==> src/rtl/typing_pkg.sv <==
// rtl/typing_pkg.sv - shared letter codes, scan-code table and typist state encoding
package typing_pkg;

  localparam int MAX_LEN = 15;

  localparam logic [4:0] CODE_A = 5'd1;
  localparam logic [4:0] CODE_Z = 5'd26;

  localparam logic [6:0] SCAN_BACK  = 7'd102;
  localparam logic [6:0] SCAN_SPACE = 7'd41;

  // Keyboard scan codes for letters A..Z, indexed by code-1
  localparam logic [6:0] SCAN_TABLE [26] = '{
    7'd28, 7'd50, 7'd33, 7'd35, 7'd36, 7'd43, 7'd52, 7'd51, 7'd67,
    7'd59, 7'd66, 7'd75, 7'd58, 7'd49, 7'd68, 7'd77, 7'd21, 7'd45,
    7'd27, 7'd44, 7'd60, 7'd42, 7'd29, 7'd34, 7'd53, 7'd26
  };

  typedef enum logic [2:0] {
    GT_IDLE, GT_LOAD, GT_PRESS, GT_HOLD, GT_RELEASE, GT_GAP, GT_DONE
  } gt_state_e;

  // Plain constants for the state register, kept equal to the enum
  localparam logic [2:0] ST_IDLE    = 3'(GT_IDLE);
  localparam logic [2:0] ST_LOAD    = 3'(GT_LOAD);
  localparam logic [2:0] ST_PRESS   = 3'(GT_PRESS);
  localparam logic [2:0] ST_HOLD    = 3'(GT_HOLD);
  localparam logic [2:0] ST_RELEASE = 3'(GT_RELEASE);
  localparam logic [2:0] ST_GAP     = 3'(GT_GAP);
  localparam logic [2:0] ST_DONE    = 3'(GT_DONE);

  function automatic logic letter_ok(input logic [4:0] code);
    return (code >= CODE_A) && (code <= CODE_Z);
  endfunction

endpackage

==> src/rtl/ghost_typist_if.sv <==
// rtl/ghost_typist_if.sv - keyboard event bus shared with the keyboard decoder
interface ghost_typist_if;
  logic [127:0] key_down;
  logic [8:0]   last_change;
  logic         key_valid;

  modport master (output key_down, output last_change, output key_valid);
  modport slave  (input key_down, input last_change, input key_valid);
endinterface

==> src/rtl/letter_to_scan.sv <==
// rtl/letter_to_scan.sv - letter code to keyboard scan code lookup
module letter_to_scan
  import typing_pkg::*;
(
  input  logic [4:0] code,
  output logic [6:0] scan,
  output logic       valid
);

  // Table lookup guarded by the legal letter range
  always_comb begin
    valid = letter_ok(code);
    scan  = '0;
    if (valid) scan = SCAN_TABLE[code - CODE_A];
  end

endmodule

==> src/rtl/ghost_typist.sv <==
// rtl/ghost_typist.sv - plays one dictionary word back as keyboard make/break events
module ghost_typist #(
  parameter int HOLD_TICKS = 2,
  parameter int GAP_TICKS  = 3,
  parameter int MAX_LEN    = typing_pkg::MAX_LEN
) (
  input  logic                 clk_div,
  input  logic                 rst,
  input  logic                 start,
  input  logic                 stop,
  input  logic [5*MAX_LEN-1:0] word,
  input  logic [4:0]           wordnum,
  input  logic                 err_en,
  input  logic [3:0]           err_pos,
  ghost_typist_if.master       kbd,
  output logic                 busy,
  output logic                 done,
  output logic [7:0]           keys_sent
);
  import typing_pkg::*;

  localparam int CNT_MAX = (HOLD_TICKS > GAP_TICKS) ? HOLD_TICKS : GAP_TICKS;
  localparam int CNT_W   = $clog2(CNT_MAX + 1);
  localparam int IDX_W   = $clog2(MAX_LEN + 1);
  localparam int WORD_W  = 5 * MAX_LEN;

  // Typo progress: wrong letter sent -> BACK sent -> correction sent
  localparam logic [1:0] TY_NONE = 2'd0;
  localparam logic [1:0] TY_BACK = 2'd1;
  localparam logic [1:0] TY_FIX  = 2'd2;
  localparam logic [1:0] TY_DONE = 2'd3;

  logic [2:0]       state, nxt_state;
  logic [WORD_W-1:0] word_q;
  logic [IDX_W-1:0] len_q, idx_q, nxt_idx;
  logic             err_en_q;
  logic [3:0]       err_pos_q;
  logic [1:0]       typo_q, nxt_typo;
  logic             space_q, nxt_space, stop_q, nxt_stop;
  logic [CNT_W-1:0] cnt_q, nxt_cnt;
  logic [6:0]       scan_q, nxt_scan;

  logic              idle;
  logic [WORD_W-1:0] sel_word;
  logic [IDX_W-1:0]  sel_len, sel_idx, len_in;
  logic              sel_err_en, sel_space;
  logic [3:0]        sel_err_pos;
  logic [1:0]        sel_typo;

  logic              found;
  logic [IDX_W-1:0]  fidx;
  logic [4:0]        fcode, pick_code, wrap_code;
  logic [6:0]        right_scan, wrong_scan;
  logic              right_valid, wrong_valid;

  logic              ld_end, take_load, ld_space;
  logic [6:0]        ld_scan;
  logic [IDX_W-1:0]  ld_idx;
  logic [1:0]        ld_typo;

  assign len_in = (wordnum > 5'(MAX_LEN)) ? IDX_W'(MAX_LEN) : IDX_W'(wordnum);
  assign idle   = (state == ST_IDLE);

  // First key is chosen straight from the inputs so it appears the cycle after start
  always_comb begin
    sel_word    = idle ? word    : word_q;
    sel_len     = idle ? len_in  : len_q;
    sel_err_en  = idle ? err_en  : err_en_q;
    sel_err_pos = idle ? err_pos : err_pos_q;
    sel_idx     = idle ? '0      : idx_q;
    sel_typo    = idle ? TY_NONE : typo_q;
    sel_space   = idle ? 1'b0    : space_q;
  end

  // Find the first playable letter at or after the current index
  always_comb begin
    found = 1'b0;
    fidx  = '0;
    fcode = '0;
    for (int j = MAX_LEN - 1; j >= 0; j--) begin
      if (IDX_W'(j) >= sel_idx && IDX_W'(j) < sel_len && letter_ok(sel_word[5*j +: 5])) begin
        found = 1'b1;
        fidx  = IDX_W'(j);
        fcode = sel_word[5*j +: 5];
      end
    end
  end

  assign pick_code = (sel_typo == TY_FIX) ? sel_word[5*sel_idx +: 5] : fcode;
  assign wrap_code = (pick_code == CODE_Z) ? CODE_A : pick_code + 5'd1;

  letter_to_scan u_right (.code(pick_code), .scan(right_scan), .valid(right_valid));
  letter_to_scan u_wrong (.code(wrap_code), .scan(wrong_scan), .valid(wrong_valid));

  // Zero-cycle LOAD: decide the next key or the end of the word
  always_comb begin
    ld_end   = 1'b0;
    ld_scan  = scan_q;
    ld_idx   = sel_idx;
    ld_typo  = sel_typo;
    ld_space = sel_space;
    if (sel_typo == TY_BACK) begin
      ld_scan = SCAN_BACK;
      ld_typo = TY_FIX;
    end else if (sel_typo == TY_FIX) begin
      ld_scan = right_scan;
      ld_typo = TY_DONE;
      ld_idx  = sel_idx + 1'b1;
    end else if (found && right_valid) begin
      if (sel_err_en && sel_typo == TY_NONE && IDX_W'(sel_err_pos) == fidx && wrong_valid) begin
        ld_scan = wrong_scan;
        ld_typo = TY_BACK;
        ld_idx  = fidx;
      end else begin
        ld_scan = right_scan;
        ld_idx  = fidx + 1'b1;
      end
    end else if (!sel_space) begin
      ld_scan  = SCAN_SPACE;
      ld_space = 1'b1;
    end else begin
      ld_end = 1'b1;
    end
  end

  // Playback sequencing; stop overrides the normal flow
  always_comb begin
    nxt_state = state;
    nxt_idx   = idx_q;
    nxt_typo  = typo_q;
    nxt_space = space_q;
    nxt_stop  = stop_q;
    nxt_cnt   = cnt_q;
    nxt_scan  = scan_q;
    take_load = 1'b0;
    case (state)
      ST_IDLE: begin
        nxt_stop = 1'b0;
        if (start) take_load = 1'b1;
      end
      ST_PRESS: begin
        if (stop) begin
          nxt_state = ST_RELEASE;
          nxt_stop  = 1'b1;
        end else begin
          nxt_state = ST_HOLD;
          nxt_cnt   = CNT_W'(1);
        end
      end
      ST_HOLD: begin
        if (stop) begin
          nxt_state = ST_RELEASE;
          nxt_stop  = 1'b1;
        end else if (cnt_q >= CNT_W'(HOLD_TICKS)) begin
          nxt_state = ST_RELEASE;
        end else begin
          nxt_cnt = cnt_q + 1'b1;
        end
      end
      ST_RELEASE: begin
        if (stop || stop_q) begin
          nxt_state = ST_DONE;
        end else begin
          nxt_state = ST_GAP;
          nxt_cnt   = CNT_W'(1);
        end
      end
      ST_GAP: begin
        if (stop) nxt_state = ST_DONE;
        else if (cnt_q >= CNT_W'(GAP_TICKS)) take_load = 1'b1;
        else nxt_cnt = cnt_q + 1'b1;
      end
      ST_DONE: nxt_state = ST_IDLE;
      default: nxt_state = ST_IDLE;
    endcase
    if (take_load) begin
      nxt_state = ld_end ? ST_DONE : ST_PRESS;
      nxt_scan  = ld_end ? scan_q : ld_scan;
      nxt_idx   = ld_idx;
      nxt_typo  = ld_typo;
      nxt_space = ld_space;
    end
  end

  // Sequencer state and the word latched at start
  always_ff @(posedge clk_div or posedge rst) begin
    if (rst) begin
      state     <= ST_IDLE;
      word_q    <= '0;
      len_q     <= '0;
      err_en_q  <= 1'b0;
      err_pos_q <= '0;
      idx_q     <= '0;
      typo_q    <= TY_NONE;
      space_q   <= 1'b0;
      stop_q    <= 1'b0;
      cnt_q     <= '0;
      scan_q    <= '0;
    end else begin
      state   <= nxt_state;
      idx_q   <= nxt_idx;
      typo_q  <= nxt_typo;
      space_q <= nxt_space;
      stop_q  <= nxt_stop;
      cnt_q   <= nxt_cnt;
      scan_q  <= nxt_scan;
      if (idle && start) begin
        word_q    <= word;
        len_q     <= len_in;
        err_en_q  <= err_en;
        err_pos_q <= err_pos;
      end
    end
  end

  // Registered outputs derived from the state being entered
  always_ff @(posedge clk_div or posedge rst) begin
    if (rst) begin
      kbd.key_down    <= '0;
      kbd.last_change <= '0;
      kbd.key_valid   <= 1'b0;
      busy            <= 1'b0;
      done            <= 1'b0;
      keys_sent       <= '0;
    end else begin
      kbd.key_down  <= (nxt_state == ST_PRESS || nxt_state == ST_HOLD) ? (128'd1 << nxt_scan) : '0;
      kbd.key_valid <= (nxt_state == ST_PRESS || nxt_state == ST_RELEASE);
      if (nxt_state == ST_PRESS || nxt_state == ST_RELEASE) kbd.last_change <= {2'b00, nxt_scan};
      busy <= (nxt_state == ST_PRESS || nxt_state == ST_HOLD ||
               nxt_state == ST_RELEASE || nxt_state == ST_GAP);
      done <= (nxt_state == ST_DONE);
      if (idle && start) keys_sent <= 8'd1;
      else if (nxt_state == ST_PRESS && keys_sent != 8'hFF) keys_sent <= keys_sent + 8'd1;
    end
  end

endmodule

==> src/flat_wrapper.sv <==
// flat-port wrapper written by rule: the top's interface ports become plain ports
module ghost_typist_flat import typing_pkg::*;
#(
  parameter int HOLD_TICKS = 2,
  parameter int GAP_TICKS  = 3,
  parameter int MAX_LEN    = typing_pkg::MAX_LEN
)
  (clk_div, rst, start, stop, word, wordnum, err_en, err_pos, busy, done, keys_sent, kbd_key_down, kbd_last_change, kbd_key_valid);
  ghost_typist_if kbd_i ();
  input  logic clk_div;
  input  logic rst;
  input  logic start;
  input  logic stop;
  input  logic [5*MAX_LEN-1:0] word;
  input  logic [4:0] wordnum;
  input  logic err_en;
  input  logic [3:0] err_pos;
  output logic busy;
  output logic done;
  output logic [7:0] keys_sent;
  output wire logic [$bits(kbd_i.key_down)-1:0] kbd_key_down;
  output wire logic [$bits(kbd_i.last_change)-1:0] kbd_last_change;
  output wire logic [$bits(kbd_i.key_valid)-1:0] kbd_key_valid;
  assign kbd_key_down = kbd_i.key_down;
  assign kbd_last_change = kbd_i.last_change;
  assign kbd_key_valid = kbd_i.key_valid;
  ghost_typist #(.HOLD_TICKS(HOLD_TICKS), .GAP_TICKS(GAP_TICKS), .MAX_LEN(MAX_LEN)) u_core (.clk_div(clk_div), .rst(rst), .start(start), .stop(stop), .word(word), .wordnum(wordnum), .err_en(err_en), .err_pos(err_pos), .kbd(kbd_i), .busy(busy), .done(done), .keys_sent(keys_sent));
endmodule
==> config.mk <==
export PLATFORM = sky130hd
export DESIGN_NAME = ghost_typist_flat
export DESIGN_NICKNAME = d
export VERILOG_FILES = /design/src/rtl/typing_pkg.sv /design/src/rtl/ghost_typist_if.sv /design/src/rtl/letter_to_scan.sv /design/src/rtl/ghost_typist.sv /design/src/flat_wrapper.sv
export SDC_FILE = /design/constraint.sdc
export NUM_CORES = 1
export LEC_CHECK = 0
export CORE_ASPECT_RATIO = 0.6
export CORE_UTILIZATION = 40
export DETAILED_ROUTE_END_ITERATION = 6
export HOLD_SLACK_MARGIN = 0.06
export PLACE_DENSITY = 0.69
export REMOVE_ABC_BUFFERS = 1
export SYNTH_ARGS = -nofsm -noshare
export SYNTH_HDL_FRONTEND = slang
export SYNTH_SLANG_ARGS = --single-unit
==> constraint.sdc <==
create_clock -name clk_div -period 14.56 [get_ports clk_div]
set_clock_uncertainty 0.1 [all_clocks]
set_input_delay 2.912 -clock clk_div [delete_from_list [all_inputs] [get_ports clk_div]]
set_output_delay 2.912 -clock clk_div [all_outputs]
set_load 0.02 [all_outputs]
Word level (Yosys, flattened, before mapping)
Memories as Yosys holds them, arrays and structs flattened.
Index checks and enable logic that the tools add are counted.
- register bits after elaboration: 250
- latch bits: 0
- memory bits (writable): 0
- memory bits (read-only): 448
- input port bits: 89
- logic and storage cells: 294
- memories kept: 2
- memory list (name ; depth ; width ; rd ports ; clocked after Yosys merged registers in ; write ports ; line ; text):
    (no name shown) ; 32 ; 7 ; 1 ; 0 ; 0 ; letter_to_scan.sv:14 ; if (valid) scan = SCAN_TABLE[code - CODE_A];
    (no name shown) ; 32 ; 7 ; 1 ; 0 ; 0 ; letter_to_scan.sv:14 ;
- add/sub/neg operators: 7
- $mul: 1
- div/mod/pow operators: 0
- magnitude comparators: 69
- equal/unequal tests: 21
- shift-type cells: 2
- multiplexer cells: 107
- bitwise logic cells: 2
- reduce and logical (&&, ||, !) cells: 66
- operator list (kind ; count):
    two-way mux 128 bit ; 1
    left shift 1 x 7 -> 128 bit, first input constant ; 1
    two-way mux 4 bit ; 23
    two-way mux 7 bit ; 13
    >= comparator 5 x 1 -> 1 bit, second input constant ; 17
    <= comparator 5 bit, second input constant ; 17
    two-way mux 5 bit ; 17
    two-way mux 75 bit ; 1
    indexed part select 75 x 8 -> 5 bit ; 1
    logical AND 1 bit ; 53
    >= comparator 4 bit, first input constant ; 7
    < comparator 4 bit, first input constant ; 7
    two-way mux 1 bit ; 28
    two-way mux 2 bit ; 12
    two-way mux 3 bit ; 6
    >= comparator 3 x 4 -> 1 bit, first input constant ; 4
    < comparator 3 x 4 -> 1 bit, first input constant ; 4
    two-way mux 8 bit ; 2
    equality test 3 bit, second input constant ; 5
    case mux 3 bit (5 select lines) ; 1
    equality test 3 x 2 -> 1 bit, second input constant ; 4
    >= comparator 6 bit, second input constant ; 2
    inequality test 2 bit, second input constant ; 6
    inverter 5 -> 6 bit ; 2
    28 further kinds ; 41

Depth between registers and ports, before layout
- depth after elaboration: 38
- mapped depth: 38

Modules after synthesis
Synthesis repeated with hierarchy kept, for this count alone.
- cell total of the unflattened synthesis: 1820
- area total of the unflattened synthesis: 15493.6 um^2
- by module, submodules not included (module ; times used ; cells an instance ; area each (um^2) ; sequential area each (um^2)):
    ghost_typist ; 1 ; 1613 ; 14082.3 ; 6256.0
    letter_to_scan at u_core.u_wrong ; 1 ; 105 ; 715.7 ; 0.0
    letter_to_scan at u_core.u_right ; 1 ; 102 ; 695.7 ; 0.0

Least setup slack after synthesis
OpenSTA, ideal clock, no wires.
- path type: input to register
- from: in word[49]
- to: reg u_core.kbd.key_down[82]
- library setup time: 72 ps
- arrival: 8897 ps
- setup slack: 5491 ps
- cell stages on the path: 31
- cell sequence: or4_1 -> o22ai_1 -> or3_1 -> o31a_1 -> clkbuf_1 -> a21o_1 -> a31oi_1 -> o211a_1 -> nor2_1 -> inv_1 -> ha_1 -> o211ai_2 -> or3_1 -> nand2_1 -> inv_1 -> ha_1 -> clkbuf_1 -> inv_1 -> nand4_1 -> o221ai_1 -> nor2_2 -> buf_6 -> ha_1 -> nor3_1 -> a211oi_2 -> o32ai_4 -> nand2_1 -> buf_2 -> or3_1 -> buf_4 -> nor2_2
- cells in the longest elaborated chain, start to end: 31
- elaborated cells on any way between the ends: 78
- classes of those cells: add/sub: 3; order compare: 6; eq/ne: 4; shift: 2; mux: 51; bitwise: 2; reduce/logical: 8; memory: 2
- ends and longest elaborated chain (item ; line ; text):
    start, declared ; flat_wrapper.sv:14 ; input logic [5*MAX_LEN-1:0] word;
    two-way mux 75 bit * ; ghost_typist.sv:66 ; sel_word = idle ? word : word_q;
    >= comparator 5 x 1 -> 1 bit or <= comparator 5 bit (tied branches) ; typing_pkg.sv:33 ; return (code >= CODE_A) && (code <= CODE_Z);
    logical AND 1 bit ; typing_pkg.sv:33 ;
    logical AND 1 bit ; ghost_typist.sv:81 ; if (IDX_W'(j) >= sel_idx && IDX_W'(j) < sel_len && letter_ok(sel_word[5*j +: 5])) begin
    two-way mux 5 bit (10 in series) ; ghost_typist.sv:81 ;
    two-way mux 5 bit ; ghost_typist.sv:89 ; assign pick_code = (sel_typo == TY_FIX) ? sel_word[5*sel_idx +: 5] : fcode;
    adder 5 x 1 -> 5 bit or equality test 5 bit (tied branches) ; ghost_typist.sv:90 ; assign wrap_code = (pick_code == CODE_Z) ? CODE_A : pick_code + 5'd1;
    two-way mux 5 bit ; ghost_typist.sv:90 ;
    [7 not listed] ; -- ;
    two-way mux 7 bit ; ghost_typist.sv:109 ; end else if (found && right_valid) begin
    two-way mux 7 bit ; ghost_typist.sv:105 ; end else if (sel_typo == TY_FIX) begin
    two-way mux 7 bit ; ghost_typist.sv:102 ; if (sel_typo == TY_BACK) begin
    two-way mux 7 bit * ; ghost_typist.sv:178 ; nxt_scan = ld_end ? scan_q : ld_scan;
    two-way mux 7 bit * ; ghost_typist.sv:176 ; if (take_load) begin
    net u_core.nxt_scan[4] ; ghost_typist.sv:41 ; logic [6:0] scan_q, nxt_scan;
    left shift 1 x 7 -> 128 bit * ; ghost_typist.sv:226 ; kbd.key_down <= (nxt_state == ST_PRESS || nxt_state == ST_HOLD) ? (128'd1 << nxt_scan) : '0;
    two-way mux 128 bit * ; ghost_typist.sv:226 ;
    end signal, assigned ; ghost_typist.sv:226 ;
    end, declared ; ghost_typist_if.sv:7 ; modport master (output key_down, output last_change, output key_valid);
Mark *: on every way through the listed nets, which the timed path passes. The rest lies on a longest branch. The select of a mux whose other input is x is not followed.
A chain may end at the register's enable or synchronous reset.

Worst setup path after layout
- from: in wordnum[4]
- to: reg u_core.kbd.key_down[26]
- cells in the longest elaborated chain, start to end: 38
- elaborated cells on any way between the ends: 135
- classes of those cells: add/sub: 3; order compare: 20; eq/ne: 4; shift: 1; mux: 67; bitwise: 2; reduce/logical: 36; memory: 2
- ends and longest elaborated chain (item ; line ; text):
    start, declared ; flat_wrapper.sv:15 ; input logic [4:0] wordnum;
    greater-than comparator 5 x 4 -> 1 bit * ; ghost_typist.sv:61 ; assign len_in = (wordnum > 5'(MAX_LEN)) ? IDX_W'(MAX_LEN) : IDX_W'(wordnum);
    two-way mux 4 bit * ; ghost_typist.sv:61 ;
    two-way mux 4 bit * ; ghost_typist.sv:67 ; sel_len = idle ? len_in : len_q;
    < comparator 4 bit ; ghost_typist.sv:81 ;
    logical AND 1 bit (2 in series) ; ghost_typist.sv:81 ;
    two-way mux 5 bit (15 in series) ; ghost_typist.sv:81 ;
    two-way mux 5 bit ; ghost_typist.sv:89 ;
    adder 5 x 1 -> 5 bit or equality test 5 bit (tied branches) ; ghost_typist.sv:90 ;
    [7 not listed] ; -- ;
    two-way mux 7 bit ; ghost_typist.sv:110 ; if (sel_err_en && sel_typo == TY_NONE && IDX_W'(sel_err_pos) == fidx && wrong_valid) begin
    two-way mux 7 bit ; ghost_typist.sv:109 ;
    two-way mux 7 bit ; ghost_typist.sv:105 ;
    two-way mux 7 bit ; ghost_typist.sv:102 ;
    two-way mux 7 bit ; ghost_typist.sv:178 ;
    two-way mux 7 bit ; ghost_typist.sv:176 ;
    left shift 1 x 7 -> 128 bit ; ghost_typist.sv:226 ;
    two-way mux 128 bit * ; ghost_typist.sv:226 ;
Every way passes the cells marked *; elsewhere a longest branch is shown, timed or not. The select of a mux whose other input is x is not followed.

==> flow_metrics.env <==
export IMPL_final_cell_mix="nand2_1, dfrtp_1, clkdlybuf4s50_1, nor2_1, a21oi_1"
export IMPL_core_um2=37990
export IMPL_tns_ns=0
export IMPL_cts_root_buf="clkbuf_16"
export IMPL_rsz0062_at_grt="no"
export IMPL_cts_setup_buffers=0
export IMPL_place_gp_congestion=1.044
export IMPL_overflow=0
export IMPL_cp_common_cell="nor2_1"
export IMPL_synth_xor_area_frac=0.01183
export IMPL_antenna_left=0
export IMPL_status="finished clean"
export IMPL_finalHoldViolCount=0
export IMPL_route_detailed_drc=0
export IMPL_ys_flop_type="dfrtp_1"
export IMPL_setup_ws_ns=3.257
export IMPL_grt_pass1_wl_um=89770
export IMPL_max_freq_ghz=0.08847
export IMPL_cp_start_kind="primary input"
export IMPL_post_cts_resized=0
export IMPL_syn_area_um2=15550
export IMPL_die_h_um=154.7
export IMPL_synth_avg_cell_area_um2=8.437
export IMPL_drt_iter0_markers=2271
export IMPL_synth_distinct_cells=118
export IMPL_grt_antenna_before_repair=0
export IMPL_period_needed_ns=11.30
export IMPL_yosys_warnings=0
export IMPL_critPathMaxStageDelay_ns=0.82
export IMPL_synth_compound_area_frac=0.2029
export IMPL_synthAdderAreaFrac=0.01915
export IMPL_clockBufferDepth=3
export IMPL_via_per_inst=6.087
export IMPL_setup_viol=0
export IMPL_num_vias=15560
export IMPL_clkTransAtPathRegs_ns=0.06
export IMPL_period_share=0.7763
export IMPL_synth_top_family_by_area="simple AND/OR/NAND/NOR gates"
export IMPL_critPathKind="in2reg"
export IMPL_drive_gt1_frac=0.07881
export IMPL_pin_count=237
export IMPL_crit_path_max_fanout=15
export IMPL_io_buffers=234
export IMPL_cts_buffers=26
export IMPL_hpwl_um=43870
export IMPL_ys_ff_latch=250
export IMPL_pre_cts_ws_ns=3.121
export IMPL_maxCapViolCount=0
export IMPL_wire_per_inst_um=22.99
export IMPL_dr_pass1_iters=6
export IMPL_cts_sink_count=250
export IMPL_row_count=55
export IMPL_synth_simple_area_share=0.2692
export IMPL_synth_cells=1843
export IMPL_finalMaxSlewViolations=0
export IMPL_first_global_vias=14220
export IMPL_slew_headroom=0.1907
export IMPL_async_flop_share=1.000
export IMPL_cts_hold_buffers=0
export IMPL_end_kind="flop"
export IMPL_fin_util=0.5028
export IMPL_grt_max_degree=108
export IMPL_worst_pin_slew_ns=1.203
export IMPL_wl_um=58750
export IMPL_nets=2136
export IMPL_crit_required_ns=14.88
export IMPL_arrival_ns=11.63
export IMPL_synth_edff_count=0
export IMPL_antenna_cells=0
export IMPL_cts_tree="yes"
export IMPL_worst_path_max_delay_cell="a21oi_1"
export IMPL_clk_latency_ns=0.57
export IMPL_die_area_um2=39690
export IMPL_synthToLayoutAreaGrowth_pct=22.82
export IMPL_muxShareOfSynthArea=0.05391
export IMPL_start_util=0.4094
export IMPL_hold_path_class="reg2reg"
export IMPL_final_common_cell="nand2_1"
export IMPL_synth_seq_area_share=0.4023
export IMPL_grtUsageTotal=0.2918
export IMPL_htreeDepth=1
export IMPL_die_w_um=256.5
## cell usage after synthesis (15+ instances only)
| cell type | instances | area (µm²) |
|---|---|---|
| nand2_1 | 416 | 1562 |
| dfrtp_1 | 250 | 6256 |
| nor2_1 | 223 | 837.1 |
| a21oi_1 | 81 | 405.4 |
| o21ai_0 | 63 | 315.3 |
| nor3_1 | 60 | 300.3 |
| nand3_1 | 58 | 290.3 |
| clkbuf_1 | 49 | 183.9 |
| mux2i_1 | 44 | 440.4 |
| buf_2 | 37 | 185.2 |
| inv_1 | 36 | 135.1 |
| ha_1 | 23 | 287.8 |
| nand4_1 | 20 | 125.1 |
| or3_1 | 20 | 125.1 |
| o211ai_1 | 19 | 142.6 |
| xnor2_1 | 19 | 166.4 |
| o22ai_1 | 17 | 106.4 |
| or4_1 | 17 | 127.6 |
| a211oi_1 | 16 | 120.1 |
| a31oi_1 | 16 | 100.1 |
| nor4_1 | 16 | 100.1 |
| o2111ai_1 | 15 | 131.4 |
## state kept, by name (all words and copies together), names as in the netlist, 2 cells and up
register	flops
u_core.typo_q	2
u_core.idx_q	4
u_core.cnt_q	2
u_core.err_pos_q	4
u_core.state	3
u_core.keys_sent	8
u_core.word_q	75
u_core.scan_q	7
u_core.kbd.key_down	128
u_core.kbd.last_change	7
u_core.len_q	4
## routing by layer
layer,GRT usage,part of all wire,vias up
met5,0,0,-
li1,-,-,6966
met3,0.1121,0.14,61
met1,0.4637,0.46,7620
met4,0.04167,0.012,0
met2,0.3665,0.38,911
## final timing paths
check                                     from                 endpoint  slack (ns)  depth (start not counted)
max                                 wordnum[4]  u_core.kbd.key_down[26]        3.26                         25
min                        u_core.err_pos_q[2]      u_core.err_pos_q[2]        0.38                          2
max reg2reg                    u_core.state[0]  u_core.kbd.key_down[26]        4.35                         31
min reg2reg                u_core.err_pos_q[2]      u_core.err_pos_q[2]        0.38                          2
max in group asynchronous                  rst      u_core.keys_sent[6]       10.10                          3
min in group asynchronous                  rst  u_core.kbd.key_down[55]        2.77                          2
## cell type report
| class | count | area (µm²) |
|---|---|---|
| Clock inverter | 11 | 146.4 |
| Multi-Input combinational cell | 1453 | 8682 |
| Sequential cell | 250 | 6256 |
| Inverter | 40 | 157.7 |
| Timing Repair Buffer | 253 | 2485 |
| Tap cell | 513 | 641.9 |
| Fill cell | 3591 | 18890 |
| Clock buffer | 36 | 729.5 |
## metrics by stage
stage / area (µm²) / cells / hold WS (ns)
after detailed placement: 18220 / 2509 / 0.3661
after global placement: 18220 / 2509 / 0.3575
final: 19100 / 2556 / 0.3778
after floorplan: 15080 / 1743 / 0.3374
after CTS: 19100 / 2556 / 0.3809
after global routing: 19100 / 2556 / 0.3985
## cells by family after synthesis
family / count (synthesis)
DFF: 250
adders and majority gates: 24
xor gates and xnor gates: 21
other: 1
AOI/OAI and AO/OA: 411
and+or+nand+nor: 929
muxes: 66
buffers and inverters: 141
## critical path: cells and delay by family
family / cells / cell delay [ns]
and+or+nand+nor: 8 / 2.35
adders and majority gates: 2 / 0.61
AOI/OAI and AO/OA: 11 / 4.09
buffers and inverters: 4 / 1.62
Power is left out: the tool's default activity adds up to more than one toggle a clock period on the data nets, which glitch-free logic cannot reach.
